File: src/rtl/ctrl_sequence_recorder.sv
`default_nettype none
// ============================================================================
// Module   : ctrl_sequence_recorder
// Brief    : Run-length records a 3-bit control stream into sequence memory.
// Revision : 1.0
// ============================================================================
module ctrl_sequence_recorder #(
    parameter int DUR_W  = 13,
    parameter int ADDR_W = 5
) (
    input  logic              clk,
    input  logic              rst,
    input  logic              rec_en,
    input  logic [2:0]        ctrl_in,
    input  logic [3:0]        dig1,
    input  logic [3:0]        dig2,
    input  logic [3:0]        dig3,
    input  logic [3:0]        dig4,
    output logic [ADDR_W-1:0] mem_addr,
    output logic [15:0]       mem_din,
    output logic              mem_we,
    output logic [ADDR_W-1:0] entry_count,
    output logic              busy,
    output logic              full,
    output logic              done
);

    localparam logic [2:0] C_S_IDLE     = 3'd0;
    localparam logic [2:0] C_S_HEADER   = 3'd1;
    localparam logic [2:0] C_S_RUN      = 3'd2;
    localparam logic [2:0] C_S_TERM     = 3'd3;
    localparam logic [2:0] C_S_DONE     = 3'd4;
    localparam logic [2:0] C_S_WAIT_LOW = 3'd5;

    localparam logic [ADDR_W-1:0] C_LAST_ADDR   = '1;
    localparam logic [ADDR_W-1:0] C_FIRST_ENTRY = {{(ADDR_W-1){1'b0}}, 1'b1};
    localparam logic [DUR_W-1:0]  C_DUR_MAX     = '1;
    localparam logic [DUR_W-1:0]  C_DUR_ONE     = {{(DUR_W-1){1'b0}}, 1'b1};

    logic [2:0]        state_q,       state_d;
    logic [ADDR_W-1:0] wr_ptr_q,      wr_ptr_d;
    logic [2:0]        cur_ctrl_q,    cur_ctrl_d;
    logic [DUR_W-1:0]  dur_q,         dur_d;
    logic [ADDR_W-1:0] mem_addr_q,    mem_addr_d;
    logic [15:0]       mem_din_q,     mem_din_d;
    logic              mem_we_q,      mem_we_d;
    logic [ADDR_W-1:0] entry_count_q, entry_count_d;
    logic              busy_q,        busy_d;
    logic              full_q,        full_d;
    logic              done_q,        done_d;

    // Every output is registered, so busy/full/done line up with the write
    // that the same edge presents on the memory port.
    always_comb begin
        state_d       = state_q;
        wr_ptr_d      = wr_ptr_q;
        cur_ctrl_d    = cur_ctrl_q;
        dur_d         = dur_q;
        mem_addr_d    = mem_addr_q;
        mem_din_d     = mem_din_q;
        mem_we_d      = 1'b0;
        entry_count_d = entry_count_q;
        busy_d        = 1'b0;
        full_d        = full_q;
        done_d        = 1'b0;

        case (state_q)
            C_S_IDLE: begin
                if (rec_en) begin
                    state_d = C_S_HEADER;
                end
            end
            C_S_HEADER: begin
                busy_d        = 1'b1;
                mem_we_d      = 1'b1;
                mem_addr_d    = '0;
                mem_din_d     = {dig1, dig2, dig3, dig4};
                entry_count_d = '0;
                full_d        = 1'b0;
                wr_ptr_d      = C_FIRST_ENTRY;
                cur_ctrl_d    = ctrl_in;
                dur_d         = C_DUR_ONE;
                state_d       = C_S_RUN;
            end
            C_S_RUN: begin
                busy_d = 1'b1;
                if (!rec_en || (ctrl_in != cur_ctrl_q)) begin
                    mem_we_d      = 1'b1;
                    mem_addr_d    = wr_ptr_q;
                    mem_din_d     = {dur_q, cur_ctrl_q};
                    wr_ptr_d      = wr_ptr_q + 1'b1;
                    entry_count_d = entry_count_q + 1'b1;
                    cur_ctrl_d    = ctrl_in;
                    dur_d         = C_DUR_ONE;
                    // Filling the last slot closes the sequence with no terminator.
                    if (wr_ptr_q == C_LAST_ADDR) begin
                        full_d  = 1'b1;
                        state_d = C_S_DONE;
                    end else if (!rec_en) begin
                        state_d = C_S_TERM;
                    end
                end else if (dur_q != C_DUR_MAX) begin
                    dur_d = dur_q + 1'b1;
                end
            end
            C_S_TERM: begin
                busy_d     = 1'b1;
                mem_we_d   = 1'b1;
                mem_addr_d = wr_ptr_q;
                mem_din_d  = '0;
                state_d    = C_S_DONE;
            end
            C_S_DONE: begin
                done_d  = 1'b1;
                state_d = rec_en ? C_S_WAIT_LOW : C_S_IDLE;
            end
            C_S_WAIT_LOW: begin
                if (!rec_en) begin
                    state_d = C_S_IDLE;
                end
            end
            default: begin
                state_d = C_S_IDLE;
            end
        endcase
    end

    always_ff @(posedge clk) begin
        if (!rst) begin
            state_q       <= C_S_IDLE;
            wr_ptr_q      <= '0;
            cur_ctrl_q    <= '0;
            dur_q         <= '0;
            mem_addr_q    <= '0;
            mem_din_q     <= '0;
            mem_we_q      <= 1'b0;
            entry_count_q <= '0;
            busy_q        <= 1'b0;
            full_q        <= 1'b0;
            done_q        <= 1'b0;
        end else begin
            state_q       <= state_d;
            wr_ptr_q      <= wr_ptr_d;
            cur_ctrl_q    <= cur_ctrl_d;
            dur_q         <= dur_d;
            mem_addr_q    <= mem_addr_d;
            mem_din_q     <= mem_din_d;
            mem_we_q      <= mem_we_d;
            entry_count_q <= entry_count_d;
            busy_q        <= busy_d;
            full_q        <= full_d;
            done_q        <= done_d;
        end
    end

    assign mem_addr    = mem_addr_q;
    assign mem_din     = mem_din_q;
    assign mem_we      = mem_we_q;
    assign entry_count = entry_count_q;
    assign busy        = busy_q;
    assign full        = full_q;
    assign done        = done_q;

endmodule
`default_nettype wire

File: config.mk
export PLATFORM = sky130hd
export DESIGN_NAME = ctrl_sequence_recorder
export DESIGN_NICKNAME = d
export VERILOG_FILES = /design/src/rtl/ctrl_sequence_recorder.sv
export SDC_FILE = /design/constraint.sdc
export NUM_CORES = 1
export LEC_CHECK = 0
export BUFFER_PORTS_ARGS = -buffer_cell sky130_fd_sc_hd__buf_2
export CAP_MARGIN = 20
export CORE_MARGIN = 2
export CORE_UTILIZATION = 40
export DETAILED_ROUTE_END_ITERATION = 16
export SKIP_CTS_REPAIR_TIMING = 1
export SLEW_MARGIN = 20
export SYNTH_ARGS = -nofsm -noshare
export SYNTH_HDL_FRONTEND = slang
export SYNTH_SLANG_ARGS = --single-unit
File: constraint.sdc
create_clock -name clk -period 1.9 [get_ports clk]
set_clock_uncertainty 0.05 [all_clocks]
set_input_delay 0.19 -clock clk [delete_from_list [all_inputs] [get_ports clk]]
set_output_delay 0.19 -clock clk [all_outputs]
set_load 0.05 [all_outputs]
==> flow_summary.yaml <==
power_and_ir_drop:
  power.clock.fraction_pct: 24.5
  peakVddDrop_v: 0.000483
  p_comb_share_pct: 36.7
  pwr-share-seq_pct: 38.8
  p_leak_nw: 1.36
  power_mw: 3.41
  power.internal_mw: 2.11
  power.switching_mw: 1.30
  p_per_area_nw_per_um2: 1040
  sw_frac_of_total_pct: 38.1
die:
  io_pins: 52
  die_w_um: 85.7
  start_util_pct: 41.8
  dieArea_um2: 7340
  core_um2: 6390
  num_rows: 29
  die_h_um: 85.7
hold_path:
  min_path_type: "primary input to flip-flop"
route:
  drt_iter0_markers: 122
  vias_per_cell: 5.45
  ant_nets: 0
  vias: 2398
  post_drt_wl_per_cell_um: 14.8
  first_pass_iters: 4
  drc: 0
  routed_wl_um: 6520
critical_path:
  arrival_ns: 1.99
  crit_type: "flip-flop to flip-flop"
  slowest_stage: "o41ai_4"
  cp-start-kind: "flip-flop"
  critical_path_required_ns: 2.07
  cp_max_fo: 6
  endpoint_kind: "flip-flop"
  crit_path_cell_trace: "xor2_2, o41ai_4, a21o_1, nand2_1, o211a_1"
  max_stage_delay_ns: 0.44
cells_and_area:
  final_area_um2: 3290
  area_growth_pct: 23.3
  layout_common_cells: "dfxtp_1 (51), buf_2 (51), nor2_1 (34)"
  fin_cells: 440
  seq_area_um2: 1080
  n_antenna_cell: 0
  fill_cells: 622
  multi_input_area_um2: 1510
  drive_above_1_share_pct: 31.7
  layout.nets: 388
sta:
  finalSetupTns_ns: 0
  finalCritPeriodShare_pct: 96.0
  slew_viol_final: 0
  max_freq_mhz: 548
  relSlewSlack_pct: 67.6
  setup_viol: 0
  worst_slew_pin_slew_ns: 0.485
  fin_crit_ns: 1.82
  hold_violations: 0
  holdWs_ns: 0.108
cts:
  cts_tree: "yes"
  cts_root_buf: "clkbuf_8"
  clockBufferDepth: 2
  cts_inserted_buffers: 5
  clock_sinks: 54
  clkSlewWorstSetupHoldPaths_ns: 0.10
  insertion_delay_ns: 0.31
  cts_max_level: 2
synth:
  synth_edf_count: 0
  yosysTopAreaCellShare_pct: 40.5
  ys_seq_area_share_pct: 40.5
  synth-seq-cells: 54
  synthesis.area_um2: 2670
  synth_top_area_cell: "dfxtp_1"
  syn-num-nets: 322
  async_reset_ff_share_pct: 0
  ys_top_cells_by_area: "dfxtp_1 (41%), a221oi_2 (8.4%), nor2_1 (4.8%)"
  synthDistinctLibCells: 48
  yosysWarningCount: 0
  synth_area_per_cell_um2: 9.01
  syn_inst: 296
  synth_ff_type: "dfxtp_1"
grt:
  grt_antenna_before_repair: 0
  overflow: 0
  grt.total_usage_pct: 18.5
  grt_pass1_wl_um: 10900
  grt_max_degree: 22
  grt_pass1_vias: 2316
placement:
  gp_congestion: 0.874
  dp_hpwl_um: 4610
  numPortBuffers: 51
  place_area_um2: 3120
  placed_cells: 431
run:
  cap_violations: 0
status:
  status: "finished clean"
[cells in the mapped netlist (2+ instances only)]
master and n:
dfxtp_1 54, nor2_1 34, nand2_1 30, nor3b_1 17
nand3_1 16, a221oi_2 15, o21ai_0 12, a21oi_1 9
a21boi_0 8, buf_2 7, clkbuf_1 7, xnor2_1 7
and3_1 5, nand2b_1 5, or3_1 5, a211oi_1 4
a31oi_1 4, and4_1 4, buf_6 4, ha_1 4
a22oi_1 3, inv_1 3, nand4_1 3, nor3_1 3
xor2_1 3, a21boi_1 2, a22o_1 2, and2_1 2
nor2b_1 2, o211a_1 2, o21a_1 2, o22ai_1 2
[power groups by stage]
stage | sequential, mW | clock, mW | combinational (mW)
after global routing | 1.34 | 0.896 | 1.35
final | 1.32 | 0.836 | 1.25
after detailed placement | 1.34 | 0 | 1.23
after floorplan | 1.65 | 0 | 0.587
after CTS | 1.32 | 0.855 | 1.24
after global placement | 1.34 | 0 | 1.23
[flip-flops by register name (all words and copies together) (netlist names), 3 cells and up]
register     cells
cur_ctrl_q       3
mem_din         16
dur_q           13
mem_addr         5
entry_count      5
state_q          3
wr_ptr_q         5
[final cells by class]
class	count	area share, %
sequential	54	33.0
clock inverter	2	1.18
clock buffer	6	2.51
tap	77	2.93
timing repair buffer	78	14.3
multi-input combinational	220	45.8
inverter	3	0.342
[layer usage]
layer  global-route usage (%)  up-vias  part of all wire, %
met1                     24.3     1131                   48
met3                     2.98        9                  4.3
met5                        0        -                    0
met4                     6.64        0                  1.7
li1                         -     1210                    -
met2                     30.6       48                   46
[path summary, 6_finish.rpt]
path | start | end | slack (ns) | cells after the start
min reg2reg | mem_addr[1] | mem_addr[1] | 0.42 | 2
min | ctrl_in[2] | cur_ctrl_q[2] | 0.11 | 3
max reg2reg | cur_ctrl_q[1] | dur_q[0] | 0.08 | 5
max | cur_ctrl_q[1] | dur_q[0] | 0.08 | 5
[worst max-delay path: cells and delay by family (launching register included)]
kind,cells,cell delay [ns]
DFF,1,0.37
and+or+nand+nor,1,0.20
AOI/OAI and AO/OA,3,0.92
xor gates and xnor gates,1,0.20
[metrics by stage]
stage                     util, %  setup WS (ns)
after floorplan                 -          0.121
after global placement       48.8         0.0757
after detailed placement     48.8         0.0212
after CTS                    50.7         0.0186
after global routing         51.5        -0.0100
final                        51.5         0.0762
[cell families after synthesis]
family | count (synthesis) | share of synthesized area, %
multiplexers | 1 | 0.375
buffers and inverters | 22 | 4.55
AO/OA/AOI/OAI | 71 | 23.1
flip-flops | 54 | 40.5
AND/OR/NAND/NOR | 134 | 26.3
adder cells (fa/ha/maj) | 4 | 1.88
XOR/XNOR | 10 | 3.28
Power figures use the tool's default switching activity.
